==> src/rtl/pipe_ctrl.sv <==
// Stall/flush controller for the in-order N-stage core: hazard arbitration, multi-cycle wait FSM.
// Optional PIPE_CTRL_PERF_EN builds the stall-cycle and flush performance counters.
module pipe_ctrl #(
  parameter int NSTAGE    = 5,
  parameter int EX_STAGE  = 2,
  parameter int MEM_STAGE = 3,
  parameter int MC_MAX    = 64,
  parameter int CNT_W     = 7
) (
  input  logic              clk,
  input  logic              rst,
  input  logic              stallreq_for_load,
  input  logic              br_taken,
  input  logic              stallreq_for_ex,
  input  logic              mc_done,
  input  logic              mem_busy,
  output logic [NSTAGE-1:0] stall,
  output logic [NSTAGE-1:0] bubble,
  output logic              mc_busy,
  output logic              mc_timeout,
  output logic [31:0]       perf_stall_cycles,
  output logic [31:0]       perf_flushes
);

  typedef enum logic {RUN = 1'b0, MC_WAIT = 1'b1} state_e;

  localparam logic [CNT_W-1:0] CNT_MAX  = CNT_W'(MC_MAX);
  localparam logic [CNT_W-1:0] CNT_LAST = CNT_W'(MC_MAX - 1);

  state_e           state_q;
  logic [CNT_W-1:0] cnt_q;
  logic [CNT_W-1:0] cnt_d;
  logic             pend_done_q;
  logic             timeout_q;
  logic             in_wait;
  logic             hit_max;
  logic             done_now;
  int               hi;

  assign in_wait  = (state_q == MC_WAIT);
  // Timeout fires on the cycle whose increment would bring the count to MC_MAX.
  assign hit_max  = in_wait && !mem_busy && (cnt_q >= CNT_LAST);
  assign done_now = in_wait && !mem_busy && (mc_done || pend_done_q || hit_max);
  assign cnt_d    = (cnt_q >= CNT_MAX) ? CNT_MAX : cnt_q + 1'b1;

  always_comb begin
    stall  = '0;
    bubble = '0;
    hi     = -1;
    if (mem_busy) begin
      hi = MEM_STAGE;
    end else if (in_wait) begin
      hi = EX_STAGE;
    end else if (br_taken) begin
      for (int i = 1; i <= EX_STAGE; i++) bubble[i] = 1'b1;
    end else if (stallreq_for_load) begin
      hi = 1;
    end
    for (int i = 0; i < NSTAGE; i++) begin
      if (i <= hi) stall[i] = 1'b1;
      if (hi >= 0 && i == hi + 1) bubble[i] = 1'b1;
    end
  end

  always_ff @(posedge clk) begin
    if (rst) begin
      state_q     <= RUN;
      cnt_q       <= '0;
      pend_done_q <= 1'b0;
      timeout_q   <= 1'b0;
    end else begin
      case (state_q)
        RUN: begin
          if (stallreq_for_ex) begin
            state_q <= MC_WAIT;
            cnt_q   <= '0;
          end
        end
        MC_WAIT: begin
          if (!mem_busy) cnt_q <= cnt_d;
          if (mc_done && mem_busy) pend_done_q <= 1'b1;
          if (hit_max) timeout_q <= 1'b1;
          if (done_now) begin
            state_q     <= RUN;
            pend_done_q <= 1'b0;
          end
        end
        default: state_q <= RUN;
      endcase
    end
  end

  assign mc_busy    = in_wait;
  assign mc_timeout = timeout_q;

`ifdef PIPE_CTRL_PERF_EN
  logic [31:0] perf_stall_q;
  logic [31:0] perf_flush_q;
  logic        flush_now;

  // A redirect is only honoured when neither SRAM wait nor a multi-cycle wait masks it.
  assign flush_now = !in_wait && !mem_busy && br_taken;

  always_ff @(posedge clk) begin
    if (rst) begin
      perf_stall_q <= '0;
      perf_flush_q <= '0;
    end else begin
      if (stall[0]) perf_stall_q <= perf_stall_q + 32'd1;
      if (flush_now) perf_flush_q <= perf_flush_q + 32'd1;
    end
  end

  assign perf_stall_cycles = perf_stall_q;
  assign perf_flushes      = perf_flush_q;
`else
  assign perf_stall_cycles = '0;
  assign perf_flushes      = '0;
`endif

endmodule

==> config.mk <==
export PLATFORM = sky130hd
export DESIGN_NAME = pipe_ctrl
export DESIGN_NICKNAME = d
export VERILOG_FILES = /design/src/rtl/pipe_ctrl.sv
export SDC_FILE = /design/constraint.sdc
export NUM_CORES = 1
export LEC_CHECK = 0
export ABC_CLOCK_PERIOD_IN_PS = 5100
export BUFFER_PORTS_ARGS = -buffer_cell sky130_fd_sc_hd__buf_2
export CAP_MARGIN = 0
export CORE_MARGIN = 2
export CORE_UTILIZATION = 44
export DETAILED_ROUTE_END_ITERATION = 8
export MAX_ROUTING_LAYER = met4
export PLACE_DENSITY = 0.88
export SYNTH_ARGS = -nofsm -noshare
export SYNTH_HDL_FRONTEND = slang
export SYNTH_SLANG_ARGS = --single-unit
==> constraint.sdc <==
create_clock -name clk -period 5.1 [get_ports clk]
set_clock_uncertainty 0.2 [all_clocks]
set_input_delay 0.765 -clock clk [delete_from_list [all_inputs] [get_ports clk]]
set_output_delay 0.765 -clock clk [all_outputs]
set_load 0.05 [all_outputs]
==> run summary <==
most frequent cells after synthesis - 65 x buf_4, 10 x dfxtp_1, 8 x nand2_1, 8 x nor2_1, 7 x a21oi_1
share of synthesized flip-flops with an asynchronous set or reset - 0
Top-Level Pins - 83
row cnt - 18
Synth Area in Compound Gates - 0.1249
area of the die - 3020 sq um
antenna cells - 0
GR Overflow Total - 0
Worst IR Drop VDD - 0.0001848 V
vias in the first global route - 533
max cap viols - 0
crit start category - input port
Crit Path Class - input port to output port
YS warnings - 0
synthesized cell area - 1142 sq um
final cycle utilization of the critical path - 0.6845
hold-fix buffers at CTS - 0
pwr dens - 303.8 nW/um^2
Vias - 789
Final TNS setup - 0 ns
global-route track usage on met1 - 0.1137
crit path DAT - 2.53 ns
share of layout cells above drive strength 1 - 0.1576
Crit path required time - 4.14 ns
Starting Density - 0.4611
GRT Total Usage - 0.1087
post-CTS setup buffers - 0
clock latency on the worst-skew pair - 0.27 ns
Most used DFF post-synth - dfxtp_1
HP Class - register to register
Fill cells - 275
Core ar. - 2477 sq um
Period minus WS final - 3.491 ns
M2 GR Usage - 0.1706
Cell variety after synth - 33
Max Freq - 286.5 MHz
IO buf count - 17
WL final - 1669 um
sequential-to-total area share from yosys stat - 0.1752
die height - 54.96 um
Top Usage Layer GRT - met2
final max-slew violation count - 0
synthesized-area fraction occupied by adder cells - 0.05476
final net count - 178
met3 GRT Util - 0.04839
Synth Area per Inst - 7.667 sq um
P_leak - 0.5528 nW
main combinational cell family by area after synthesis - buffers and inverters
via/cell ratio - 4.046
drt first-iter violations - 16
largest net degree at the start of global routing - 10
XOR/XNOR Fraction of Synth Area - 0
CTS tree - done
Final Setup Violations - 0
number of CTS-inserted buffers - 3
top area cells in the synthesized netlist - buf_4 43%, dfxtp_1 18%, ha_1 5.5%, a21oi_1 3.1%, nand3_1 2.6%
cell taking the most area after synthesis - buf_4
dpl cell area - 999.7 sq um
multiplexer area fraction after synthesis - 0
H-tree levels - 1
Fin. Hold Viols - 0
status - complete, no violations
area share of and/or/nand/nor cells after synthesis - 0.1796
clk sinks - 10
post-DP HPWL - 1320 um
area delta synth->final - -9.310%
synthesis-stage register bit count - 10
CTS clk-pin slew, worst paths - 0.07 ns
share of the synthesized area in the top cell type - 0.4272
drt pass-1 iters - 4
initial antenna violation count - 0
Chip Width - 54.96 um
most common cell in the netlist - buf_4
gpl congestion - 0.8061
worst-path maximum fanout - 7
Post-route DRC - 0
root buffer cell - clkbuf_4
Antenna Nets Post-Route - 0
CP Capture Type - output port
Mapped Cells - 149
Post-synth EDFFs - 0
Clock Path Buffers - 2
PostCTS Resize Cnt - 0
first-pass GRT wire length - 2180 um
WL/cell - 8.559 um
fin area - 1036 sq um
RSZ-0062 raised after global routing - false
[layer usage]
metal | routed length (um) | vias to the layer above | share of wire
li1 | - | 392 | -
met1 | 656 | 349 | 0.39
met5 | 0 | - | 0
met4 | 32 | 0 | 0.019
met3 | 172 | 5 | 0.10
met2 | 807 | 43 | 0.48
[state kept, by name, summed over array words and instances, names as in the netlist]
name and flops:
cnt_q 7, mc_busy 1, mc_timeout 1, pend_done_q 1
[critical path, stage by stage]
cell and delay [ns]:
buf_2 0.14, or2_1 0.28, or2_1 0.25, ha_1 0.27, nor3b_1 0.29, nand3_1 0.12, a21oi_1 0.14, buf_2 0.27
[kinds of logic after synthesis]
family                     count (synthesis)
AOI/OAI and AO/OA                         20
adders and majority gates                  5
other                                      1
DFF                                       10
and+or+nand+nor                           38
buffers and inverters                     75
[metrics by stage]
step,setup slack (ns),power (mW),std cells,hold slack [ns],util
6_report,1.609,0.3147,195,0.3167,0.4182
5_1_grt,1.469,0.3313,195,0.3377,0.4182
4_1_cts,1.586,0.3167,195,0.3137,0.4182
3_5_place_dp,1.580,0.2425,191,0.3041,0.4035
3_3_place_gp,1.658,0.2412,191,0.2950,0.4035
2_1_floorplan,1.027,0.2695,213,0.2820,-
[report_power, final]
group,leakage (nW),internal [mW],total (mW),switching [mW]
clock,0.0210,0.0435,0.0733,0.0299
sequential,0.0811,0.0797,0.0821,0.00242
combinational,0.451,0.0155,0.159,0.144
[path summary, 6_finish.rpt]
kind | startpoint | endpoint | slack [ns] | cells after the start
hold reg to reg | cnt_q[5] | cnt_q[5] | 0.32 | 1
setup / recovery | mem_busy | bubble[2] | 1.61 | 8
setup reg to reg | mc_busy | cnt_q[3] | 3.47 | 3
hold / removal | cnt_q[5] | cnt_q[5] | 0.32 | 1
[layout make-up]
type                       instances  area (sq um)  share of cell area
tap                               30         37.54             0.03623
sequential                        10         200.2              0.1932
timing repair buffer              17         85.08             0.08213
multi-input combinational        128         654.4              0.6316
clock buffer                       4         36.28             0.03502
inverter                           6         22.52             0.02174
[cell usage in the layout (no fill, tap or decap), types with 2 or more instances in the layout]
| master | netlist | final |
|---|---|---|
| a41oi_1 | 2 | 2 |
| a21oi_1 | 7 | 7 |
| conb_1 | 1 | 65 |
| or2_2 | 3 | 3 |
| nor2_1 | 8 | 8 |
| a311oi_1 | 3 | 3 |
| clkbuf_4 | 0 | 3 |
| nand2_1 | 8 | 8 |
| buf_2 | 2 | 17 |
| nand2b_1 | 2 | 2 |
| nand3_1 | 6 | 6 |
| dfxtp_1 | 10 | 10 |
| or2_1 | 3 | 3 |
| ha_1 | 5 | 5 |
| inv_1 | 6 | 6 |
(Power assumes the default switching activity.)
